### src/rtl/bit_scan_pkg.sv
`timescale 1ns/1ps
`default_nettype none
// +--------------------------------------------------------------------------+
// | bit_scan_pkg : shared state encoding, defaults and helpers for bit scan  |
// | Rev 1.0                                                                  |
// +--------------------------------------------------------------------------+
package bit_scan_pkg;

  typedef enum logic [1:0] {
    S_IDLE = 2'd0,
    S_SCAN = 2'd1,
    S_DONE = 2'd2
  } state_t;

  localparam int BS_WIDTH = 32;
  localparam int BS_CHUNK = 8;

  // Index width that stays legal (>= 1 bit) when the range has one entry.
  function automatic int clog2_min1(input int value);
    return (value <= 1) ? 1 : $clog2(value);
  endfunction

endpackage
`default_nettype wire

### src/rtl/chunk_prio_enc.sv
`timescale 1ns/1ps
`default_nettype none
// +--------------------------------------------------------------------------+
// | chunk_prio_enc : lowest/highest set-bit encoder for one chunk            |
// | Rev 1.0  (cnt output present with BIT_SCAN_POPCOUNT_EN)                  |
// +--------------------------------------------------------------------------+
module chunk_prio_enc
  import bit_scan_pkg::*;
#(
  parameter  int CHUNK = BS_CHUNK,
  localparam int LOC_W = clog2_min1(CHUNK)
) (
  input  logic [CHUNK-1:0]           chunk,
  output logic                       any,
  output logic [LOC_W-1:0]           lo_idx,
  output logic [LOC_W-1:0]           hi_idx
`ifdef BIT_SCAN_POPCOUNT_EN
  ,
  output logic [$clog2(CHUNK+1)-1:0] cnt
`endif
);

  assign any = |chunk;

  // Descending sweep leaves the lowest set index; ascending leaves the highest.
  always_comb begin
    lo_idx = '0;
    hi_idx = '0;
    for (int i = CHUNK - 1; i >= 0; i--) begin
      if (chunk[i]) lo_idx = LOC_W'(i);
    end
    for (int i = 0; i < CHUNK; i++) begin
      if (chunk[i]) hi_idx = LOC_W'(i);
    end
  end

`ifdef BIT_SCAN_POPCOUNT_EN
  always_comb begin
    cnt = '0;
    for (int i = 0; i < CHUNK; i++) begin
      cnt = cnt + $bits(cnt)'(chunk[i]);
    end
  end
`endif

endmodule
`default_nettype wire

### src/rtl/bit_scan_unit.sv
`timescale 1ns/1ps
`default_nettype none
// +--------------------------------------------------------------------------+
// | bit_scan_unit : multi-cycle first/last set-bit scanner, CHUNK bits/cycle |
// | Rev 1.0  (optional popcount output: BIT_SCAN_POPCOUNT_EN)                |
// +--------------------------------------------------------------------------+
module bit_scan_unit
  import bit_scan_pkg::*;
#(
  parameter  int WIDTH = BS_WIDTH,
  parameter  int CHUNK = BS_CHUNK,
  localparam int POS_W = $clog2(WIDTH)
) (
  input  logic                       clk,
  input  logic                       reset_n,
  input  logic                       in_valid,
  output logic                       in_ready,
  input  logic [WIDTH-1:0]           operand,
  output logic                       out_valid,
  input  logic                       out_ready,
  output logic [POS_W-1:0]           first_pos,
  output logic [POS_W-1:0]           last_pos,
  output logic                       zero
`ifdef BIT_SCAN_POPCOUNT_EN
  ,
  output logic [$clog2(WIDTH+1)-1:0] popcount
`endif
);

  localparam int NCHUNK = WIDTH / CHUNK;
  localparam int IDX_W  = clog2_min1(NCHUNK);
  localparam int LOC_W  = clog2_min1(CHUNK);

  state_t             state;
  state_t             state_nxt;
  logic [IDX_W-1:0]   idx;
  logic [WIDTH-1:0]   op_q;
  logic               found;
  logic               accept;
  logic               last_chunk;
  logic [POS_W-1:0]   base;
  logic [WIDTH-1:0]   op_shifted;
  logic [CHUNK-1:0]   cur_chunk;
  logic               chunk_any;
  logic [LOC_W-1:0]   lo_idx;
  logic [LOC_W-1:0]   hi_idx;
`ifdef BIT_SCAN_POPCOUNT_EN
  localparam int CNT_W = $clog2(WIDTH + 1);
  logic [$clog2(CHUNK+1)-1:0] chunk_cnt;
`endif

  assign in_ready   = (state == S_IDLE);
  assign out_valid  = (state == S_DONE);
  assign accept     = in_valid && in_ready;
  assign last_chunk = (idx == IDX_W'(NCHUNK - 1));
  assign base       = POS_W'(idx) * POS_W'(CHUNK);
  assign op_shifted = op_q >> base;
  assign cur_chunk  = op_shifted[CHUNK-1:0];

  chunk_prio_enc #(
    .CHUNK (CHUNK)
  ) u_enc (
    .chunk  (cur_chunk),
    .any    (chunk_any),
    .lo_idx (lo_idx),
    .hi_idx (hi_idx)
`ifdef BIT_SCAN_POPCOUNT_EN
    ,
    .cnt    (chunk_cnt)
`endif
  );

  always_ff @(posedge clk or negedge reset_n) begin
    if (!reset_n) state <= S_IDLE;
    else          state <= state_nxt;
  end

  always_comb begin
    state_nxt = state;
    case (state)
      S_IDLE:  if (accept)     state_nxt = S_SCAN;
      S_SCAN:  if (last_chunk) state_nxt = S_DONE;
      S_DONE:  if (out_ready)  state_nxt = S_IDLE;
      default: state_nxt = S_IDLE;
    endcase
  end

  // Chunks are visited in ascending order, so last_pos is simply overwritten.
  always_ff @(posedge clk or negedge reset_n) begin
    if (!reset_n) begin
      idx       <= '0;
      op_q      <= '0;
      first_pos <= '0;
      last_pos  <= '0;
      zero      <= 1'b1;
      found     <= 1'b0;
`ifdef BIT_SCAN_POPCOUNT_EN
      popcount  <= '0;
`endif
    end else if (accept) begin
      idx       <= '0;
      op_q      <= operand;
      first_pos <= '0;
      last_pos  <= '0;
      zero      <= 1'b1;
      found     <= 1'b0;
`ifdef BIT_SCAN_POPCOUNT_EN
      popcount  <= '0;
`endif
    end else if (state == S_SCAN) begin
      if (chunk_any) begin
        if (!found) begin
          first_pos <= base + POS_W'(lo_idx);
          found     <= 1'b1;
        end
        last_pos <= base + POS_W'(hi_idx);
        zero     <= 1'b0;
      end
`ifdef BIT_SCAN_POPCOUNT_EN
      popcount <= popcount + CNT_W'(chunk_cnt);
`endif
      if (!last_chunk) idx <= idx + IDX_W'(1);
    end
  end

endmodule
`default_nettype wire

### config.mk
export PLATFORM = sky130hd
export DESIGN_NAME = bit_scan_unit
export DESIGN_NICKNAME = d
export VERILOG_FILES = /design/src/rtl/bit_scan_pkg.sv /design/src/rtl/chunk_prio_enc.sv /design/src/rtl/bit_scan_unit.sv
export SDC_FILE = /design/constraint.sdc
export NUM_CORES = 1
export LEC_CHECK = 0
export BUFFER_PORTS_ARGS = -buffer_cell sky130_fd_sc_hd__buf_2
export CAP_MARGIN = 20
export CORE_MARGIN = 8
export CORE_UTILIZATION = 48
export DETAILED_ROUTE_END_ITERATION = 6
export MAX_ROUTING_LAYER = met4
export PLACE_DENSITY = 0.73
export SYNTH_ARGS = -nofsm -noshare
export SYNTH_HDL_FRONTEND = slang
export SYNTH_SLANG_ARGS = --single-unit
### constraint.sdc
create_clock -name clk -period 2.1 [get_ports clk]
set_input_delay 0 -clock clk [delete_from_list [all_inputs] [get_ports clk]]
set_output_delay 0 -clock clk [all_outputs]
set_load 0.005 [all_outputs]
* Word level (Yosys, flattened, before mapping)
Cells that the tools add are included.
** Word-level totals
- Register bits :: 48
- Bits in latches :: 0
- Memory bits (writable) :: 0
- Bits in read-only memories :: 0
- Output and inout bits :: 13
- Logic and storage cells :: 63
- Memories :: 0
** Operators by class
- Add/sub/neg operators :: 3
- Multiply operators :: 0
- Div/mod/pow operators :: 0
- Magnitude comparators :: 0
- Equality and inequality tests :: 8
- Shift operators :: 1
- Mux-type cells :: 35
- Bitwise gates (word level) :: 0
- Reduce and logical (&&, ||, !) cells :: 9
** Operator list (number)
- 2-to-1 mux 3 bit :: 12
- 2-to-1 mux 5 bit :: 7
- >> shifter 32 x 5 -> 8 bit :: 1
- 2-to-1 mux 2 bit :: 8
- adder 5 x 3 -> 5 bit :: 2
- OR reduction 8 bit :: 1
- 2-to-1 mux 1 bit :: 7
- != test 2 x 1 -> 1 bit (second input constant) :: 3
- one-hot mux 2 bit (3 select lines) :: 1
- AND reduction 3 bit :: 2
- equality test 2 bit (second input constant) :: 2
- != test 2 bit (second input constant) :: 2
- AND reduction 2 bit :: 2
- nonzero test 2 bit :: 2
- adder 2 x 1 -> 2 bit (second input constant) :: 1
- equality test 2 x 1 -> 1 bit (second input constant) :: 1
- zero test 2 bit :: 1
- logical AND 1 bit :: 1

* Longest topological paths before layout
Gate-level depths: netlist (run 1).
- Depth after elaboration :: 14
- Mapped depth :: 6
- Gate-level depth less buffers :: 5

* Modules after synthesis
From an unflattened synthesis (run 1), not the netlist that was laid out.
** Second synthesis, totals
- Cell total of the unflattened synthesis :: 159
- Area total of the unflattened synthesis :: 2294.7 µm²
** By module, submodules not included
- bit_scan_unit :: instances 1, cells an instance 140, area an instance 2169.6 µm², seq. area each 1202.4 µm²
- chunk_prio_enc :: instances 1, cells an instance 19, area an instance 125.1 µm², seq. area each 0.0 µm²

* Worst setup path after synthesis (run 1)
No wires, ideal clock.
- Path kind :: reg2reg
- Start point :: register idx[0]
- End point :: register first_pos[0]
- Setup time :: 0.125 ns
- Data arrival time :: 2.042 ns
- Required time :: 1.975 ns
- Path slack :: -0.067 ns
- Stages on the path, launching flop included :: 7
- Clock period less this slack :: 2.167 ns
- Path through :: dfrtp_1 > buf_6 > mux4_2 > or4_4 > o21a_4 > nand2b_1 > o22ai_2
** On the way
- Longest elaborated chain between the ends :: 14
** Ends and longest elaborated chain
- start: declaration :: line bit_scan_unit.sv:36 : logic [IDX_W-1:0] idx;
- start signal: assignment :: line bit_scan_unit.sv:122 : if (!last_chunk) idx <= idx + IDX_W'(1);
- >> shifter 32 x 5 -> 8 bit (*) :: line bit_scan_unit.sv:57 : assign op_shifted = op_q >> base;
- 2-to-1 mux 3 bit (8 in series) :: line chunk_prio_enc.sv:30 : if (chunk[i]) lo_idx = LOC_W'(i);
- adder 5 x 3 -> 5 bit :: line bit_scan_unit.sv:113 : first_pos <= base + POS_W'(lo_idx);
- 2-to-1 mux 5 bit :: line bit_scan_unit.sv:112 : if (!found) begin
- 2-to-1 mux 5 bit :: line bit_scan_unit.sv:111 : if (chunk_any) begin
- 2-to-1 mux 5 bit :: line bit_scan_unit.sv:110 : end else if (state == S_SCAN) begin
- 2-to-1 mux 5 bit :: line bit_scan_unit.sv:100 : end else if (accept) begin
- end signal: assignment :: line bit_scan_unit.sv:113
- end: declaration :: line bit_scan_unit.sv:21 : output logic [POS_W-1:0] first_pos,
Mark *: on every way between the ends. The rest lies on a longest branch, timed or not. The select of a mux whose other input is x is not followed.
A chain may end at the register's enable or synchronous reset.

* Worst setup path in the final report (run 1)
Ends and elaborated chain as after synthesis.

==> summary.md, run 1 <==
| Metric | Value |
|---|---|
| Startpoint types | `register` |
| Setup TNS | `-733 ps` |
| Fmax | `454 MHz` |
| Fillers | `~330` |
| HPWL after DPL | `3500 um` |
| Antenna viol nets, final | `0` |
| Final GP Congestion | `0.801` |
| First-pass GRT wire length | `9030 um` |
| Drt initial violations | `87` |
| Mapped Area | `between 2000 and 2500 sq um` |
| Tot GR Track Use | `between 10% and 20%` |
| Synth warn | `0` |
| Num CTS Buffers | `5` |
| Static leakage | `about 1.6 nW` |
| Sequential share of the synthesized area | `between 50% and 60%` |
| Antenna cell count | `0` |
| Synth Register Bits | `between 40 and 50` |
| Starting Density | `~50%` |
| Worst VDD drop | `0.000699 V` |
| Final hold viol count | `0` |
| Clock skew | `6.71 ps` |
| Vias in the first global route | `between 1500 and 2000` |
| Port bufs | `48` |
| Commonest non-fill, non-tap cell in the layout | `nand2_1` |
| Finished Layout Cells | `roughly 380` |
| Clock latency on the worst-skew pair | `300 ps` |
| CTS tree | `yes` |
| CTS root buffer | `clkbuf_8` |
| Slew Limit Headroom | `59.8%` |
| Core area | `4380 sq um` |
| Largest net degree at the start of global routing | `49` |
| Share of post-route cells with drive strength above 1 | `29.7%` |
| Worst setup EP type | `register` |
| Pre-antenna DRT Iters | `5` |
| Total Die Area | `7010 sq um` |
| Final Worst Setup Slack | `-103 ps` |
| Tcrit/Tclk final | `105%` |
| Clock buffer depth | `2` |
| Outcome | `finished, violations left` |
| Gr ovfl total | `0` |
| Post-DR wirelength/cell | `14.1 um` |
| Placement Rows | `24` |
| Syn Nets | `around 260` |
| R2R Setup Slk | `-100 ps` |
| Sink Count | `48` |
| Via density | `about 5.0` |
| Placed cells | `332` |
| CP required | `2290 ps` |
| Clock transition at path regs | `around 90 ps` |
| DRC | `0` |
| Vias after detailed routing | `1895` |
| Area of the multi-input gates | `947 sq um` |
| Max-slew violation count | `0` |
| Total Power | `0.00457 W` |
| PwrDens | `1490 nW/um^2` |
| Synthesized area per cell | `9.70 sq um` |
| Die Span X | `about 84 um` |
| Io pins | `49` |
| RSZ-0062 raised after global routing | `yes` |
| Final worst path period need | `2200 ps` |
| Critical path arrival | `between 2000 and 2500 ps` |
| Final #Nets | `363` |
| Area growth, synth to finish | `39.3%` |
| Hold Crit Class | `in -> reg` |
| Count of cell types in the netlist | `29` |
| Max FO, Critical Path | `8` |
| H-tree levels | `2` |
| DIE HEIGHT | `between 80 and 90 um` |
| Worst-Margin Slew | `604 ps` |
| Post-synthesis cell count | `between 200 and 250` |
| Total wire length | `5330 um` |
| Final setup violation count | `11` |
| Failing checks | `setup timing` |
| Initial antenna violation count | `0` |
| Max_cap viols | `0` |
| Commonest non-fill, non-tap cells in the layout | `110 x nand2_1, 48 x buf_2, 46 x dfrtp_1` |
| Setup CP Type | `reg -> reg` |
| Storage cell area | `approximately 1200 sq um` |
## cell families (layout without fill, tap and decap cells)
group | Yosys count | in the layout | synth area share, %
AND/OR/NAND/NOR | 129 | 129 | 23.6
flip-flops | 48 | 48 | 54.6
AO/OA/AOI/OAI | 26 | 26 | 9.09
buffers and inverters | 14 | 114 | 2.73
multiplexers | 9 | 9 | 9.38
adder cells (fa/ha/maj) | 1 | 1 | 0.568
## worst max-delay path, cell delays in order, from the launching register on
cell      delay [ps]
dfrtp_2          430
buf_12           130
mux4_2           520
or4_4            590
o21a_4           280
nand2b_4          80
o22ai_2           60
## final cells by class
cell class / count / area share, %
clock buffers: 7 / 2.81
clock inverters: 1 / 0.245
well taps: 52 / 2.12
repair buffers: 102 / 24.2
inverters: 4 / 0.489
multi-input cells: 165 / 30.9
flip-flops and latches: 48 / 39.2
## synthesized netlist by cell type
library cell | instances | share of area, %
a32o_1 | 1 | 0.45
o21ai_2 | 2 | 0.80
o22ai_2 | 1 | 0.57
o21ai_1 | 6 | 1.4
ha_1 | 1 | 0.57
buf_6 | 1 | 0.51
mux2_2 | 1 | 0.51
or4_4 | 2 | 1.0
a22oi_1 | 1 | 0.34
dfrtp_1 | 47 | 53
clkbuf_1 | 9 | 1.5
o21ai_0 | 3 | 0.68
a21o_1 | 1 | 0.34
mux4_2 | 4 | 4.1
mux4_1 | 4 | 4.8
nand2_1 | 111 | 19
or2_2 | 1 | 0.28
o21bai_1 | 1 | 0.34
inv_1 | 4 | 0.68
nand3_1 | 1 | 0.23
nor2_1 | 7 | 1.2
nand2b_1 | 3 | 0.85
and2_1 | 1 | 0.28
a22o_1 | 4 | 1.6
o21a_4 | 2 | 1.4
a221oi_1 | 2 | 0.80
a21oi_1 | 2 | 0.45
dfstp_2 | 1 | 1.2
nor2b_1 | 3 | 0.85
## report_power, final
| part | switching, W | internal [W] | leakage (nW) |
|---|---|---|---|
| Sequential | 0.000294 | 0.00136 | 0.595 |
| Clock | 0.000301 | 0.000268 | 0.0445 |
| Combinational | 0.00110 | 0.00125 | 0.934 |
## registers in the layout, summed over array words and instances (netlist names)
| signal | flops |
|---|---|
| state | 2 |
| first_pos | 5 |
| zero | 1 |
| idx | 2 |
| op_q | 32 |
| last_pos | 5 |
| found | 1 |
## final timing paths
kind                                    startpoint                       end  cells after the start
worst max-delay path            idx[0]$_DFFE_PN0P_  first_pos[0]$_DFFE_PN0P_                      6
worst min-delay path                      in_valid      state[0]$_DFFE_PN0P_                      3
worst max register to register  idx[0]$_DFFE_PN0P_  first_pos[0]$_DFFE_PN0P_                      6
worst min register to register    zero$_DFFE_PN1P_          zero$_DFFE_PN1P_                      2
max in group asynchronous                  reset_n        idx[0]$_DFFE_PN0P_                      3
min in group asynchronous                  reset_n  first_pos[0]$_DFFE_PN0P_                      3
## stage by stage
step	hold WS, ps	instance area [sq um]	util [%]	worst slack, ps
floorplan	-296	2200	-	-56.0
global placement	126	2580	58.9	-83.2
detailed placement	128	2580	58.9	-145
CTS	39.6	3020	68.9	-66.4
global route	72.6	3070	70.0	-176
finish	45.1	3070	70.0	-103
## metal layers
| layer | track usage (%) | share of wire (%) |
|---|---|---|
| met1 | 18.9 | 46 |
| met4 | 4.24 | 1.6 |
| met5 | - | 0 |
| met2 | 25.1 | 48 |
| met3 | 4.49 | 4.8 |
## timing repair
item,in CTS,in global routing
resized for setup,2,5
setup buffers,1,4
endpoints found under the hold margin,80,0
endpoints found under the setup margin,12,12
hold buffers,34,0
pin swaps,2,4
Note: power is estimated with default switching activity, not from simulation.
==> run 2: changes to the inputs <==
--- a/config.mk
+++ b/config.mk
@@ -7,11 +7,13 @@
 export LEC_CHECK = 0
 export BUFFER_PORTS_ARGS = -buffer_cell sky130_fd_sc_hd__buf_2
 export CAP_MARGIN = 20
+export CELL_PAD_IN_SITES_DETAIL_PLACEMENT = 1
+export CELL_PAD_IN_SITES_GLOBAL_PLACEMENT = 2
 export CORE_MARGIN = 8
-export CORE_UTILIZATION = 48
+export CORE_UTILIZATION = 29
 export DETAILED_ROUTE_END_ITERATION = 6
 export MAX_ROUTING_LAYER = met4
-export PLACE_DENSITY = 0.73
+export PLACE_DENSITY = 0.72
 export SYNTH_ARGS = -nofsm -noshare
 export SYNTH_HDL_FRONTEND = slang
 export SYNTH_SLANG_ARGS = --single-unit
==> summary.md, run 2 (synthesis results as in run 1) <==
| Metric | Value |
|---|---|
| CTS tree | `yes` |
| Final GP Congestion | `0.807` |
| Clock buffer depth | `2` |
| Via density | `4.42` |
| Io pins | `49` |
| R2R Setup Slk | `-70 ps` |
| Clock transition at path regs | `around 90 ps` |
| Max-slew violation count | `0` |
| Slew Limit Headroom | `69.5%` |
| Core area | `7290 sq um` |
| Share of post-route cells with drive strength above 1 | `28.9%` |
| Final setup violation count | `10` |
| Cell Area, Placed | `around 2700 sq um` |
| DIE HEIGHT | `103 um` |
| First-pass GRT wire length | `9850 um` |
| Starting Density | `30.2%` |
| CTS root buffer | `clkbuf_8` |
| Largest register FFs | `32` |
| Placement Rows | `31` |
| R2r endpoint | `first_pos[1]$_DFFE_PN0P_` |
| Top Registers | `op_q: 32 flops, first_pos: 5 flops, last_pos: 5 flops` |
| Static leakage | `between 1.5 and 2 nW` |
| PwrDens | `roughly 1500 nW/um^2` |
| Most flops, register | `op_q` |
| Max_cap viols | `0` |
| Sink Count | `48` |
| Post-DR wirelength/cell | `13.8 um` |
| Final Util | `43.1%` |
| Initial antenna violation count | `0` |
| Clock latency on the worst-skew pair | `290 ps` |
| Total Power | `0.00470 W` |
| Area growth, synth to finish | `42.8%` |
| Pre-CTS WS | `-181 ps` |
| Worst-Margin Slew | `457 ps` |
| Worst VDD drop | `0.000448 V` |
| Failing checks | `setup timing` |
| Fillers | `872` |
| Commonest non-fill, non-tap cells in the layout | `111 x nand2_1, 48 x buf_2, 46 x dfrtp_1` |
| Commonest non-fill, non-tap cell in the layout | `nand2_1` |
| Total Die Area | `~11000 sq um` |
| Max FO, Critical Path | `8` |
| Tot GR Track Use | `12.1%` |
| Largest net degree at the start of global routing | `45` |
| Pre-antenna DRT Iters | `4` |
| RSZ-0062 raised after global routing | `yes` |
| Die Span X | `slightly above 100 um` |
| Clock skew | `approximately 6.3 ps` |
| Startpoint types | `register` |
| Total wire length | `5850 um` |
| Final worst path period need | `2170 ps` |
| Drt initial violations | `48` |
| HPWL after DPL | `4350 um` |
| Worst setup EP type | `register` |
| Hold Crit Class | `in -> async` |
| Placed cells | `380` |
| Design area | `3150 sq um` |
| Critical path arrival | `2360 ps` |
| DRC | `0` |
| Num CTS Buffers | `5` |
| Antenna cell count | `0` |
| H-tree levels | `2` |
| Worst r2r src | `idx[0]$_DFFE_PN0P_` |
| Final hold viol count | `0` |
| Final Worst Setup Slack | `-74.6 ps` |
| Length in cells of the worst reg-to-reg path | `6` |
| CP required | `2280 ps` |
| Gr ovfl total | `0` |
| Fmax | `460 MHz` |
| Vias in the first global route | `1996` |
| Antenna viol nets, final | `0` |
| Outcome | `finished, violations left` |
| Port bufs | `48` |
| Vias after detailed routing | `1875` |
| Tcrit/Tclk final | `104%` |
| Finished Layout Cells | `424` |
| Setup CP Type | `reg -> reg` |
| Final #Nets | `361` |
run 2: cell types whose count changed in the layout (fill, tap and decap cells not counted):
cell / change
buf_4: -2
bufinv_16: +1
clkbuf_1: -1
clkbuf_8: +1
clkinvlp_4: -1
mux4_1: +1
mux4_2: -1
nand2_1: +1
nand2_2: -1
run 2: timing repair:
item	in CTS	in global routing
setup buffers	1	1
hold buffers	34	0
gates cloned	0	0
endpoints found under the hold margin	81	0
pin swaps	3	3
endpoints found under the setup margin	12	12
gates resized for setup	5	0
run 2: layout make-up:
cell class              count  area (sq um)  area share (%)
flip-flops and latches     48          1200            38.3
multi-input cells         165           948            30.2
repair buffers            100           728            23.2
well taps                  99           124            3.94
clock buffers               7          96.3            3.06
clock inverters             1          30.0           0.955
inverters                   4          15.0           0.477
run 2: power breakdown:
group          internal, W  switching (W)  total, W
registers          0.00136       0.000292   0.00165
clock network     0.000420       0.000299  0.000720
logic              0.00121        0.00112   0.00233
run 2: through the flow:
stage               hold slack (ps)  setup TNS [ps]
finish                         13.0            -466
CTS                            8.01            -898
detailed placement             -209           -1480
global route                   14.4           -1370
floorplan                      -296            -259
global placement               -208            -681
run 2: critical path: stages, from the launching register on:
cell     delay [ps]
dfrtp_2         430
buf_12          140
mux4_2          500
or4_4           570
o21a_4          260
nand3_2         100
o21ai_2          60
run 2: worst max path at each step:
stage | endpoint | start | slack [ps] | cells past startpoint
final | first_pos[1]$_DFFE_PN0P_ | idx[0]$_DFFE_PN0P_ | -70 | 6
after global routing | first_pos[1]$_DFFE_PN0P_ | idx[0]$_DFFE_PN0P_ | -150 | 6
after floorplan | first_pos[0]$_DFFE_PN0P_ | idx[0]$_DFFE_PN0P_ | -60 | 6
after CTS | first_pos[0]$_DFFE_PN0P_ | idx[0]$_DFFE_PN0P_ | -120 | 6
after global placement | first_pos[0]$_DFFE_PN0P_ | idx[0]$_DFFE_PN0P_ | -100 | 6
after detailed placement | first_pos[1]$_DFFE_PN0P_ | idx[0]$_DFFE_PN0P_ | -180 | 6
run 2: per-layer routing:
metal	GRT usage (%)	vias up	share of wire [%]
met4	3.00	0	0.77
met3	2.63	5	4.0
met2	19.5	37	48
met1	15.2	895	47
met5	-	-	0
li1	-	938	-
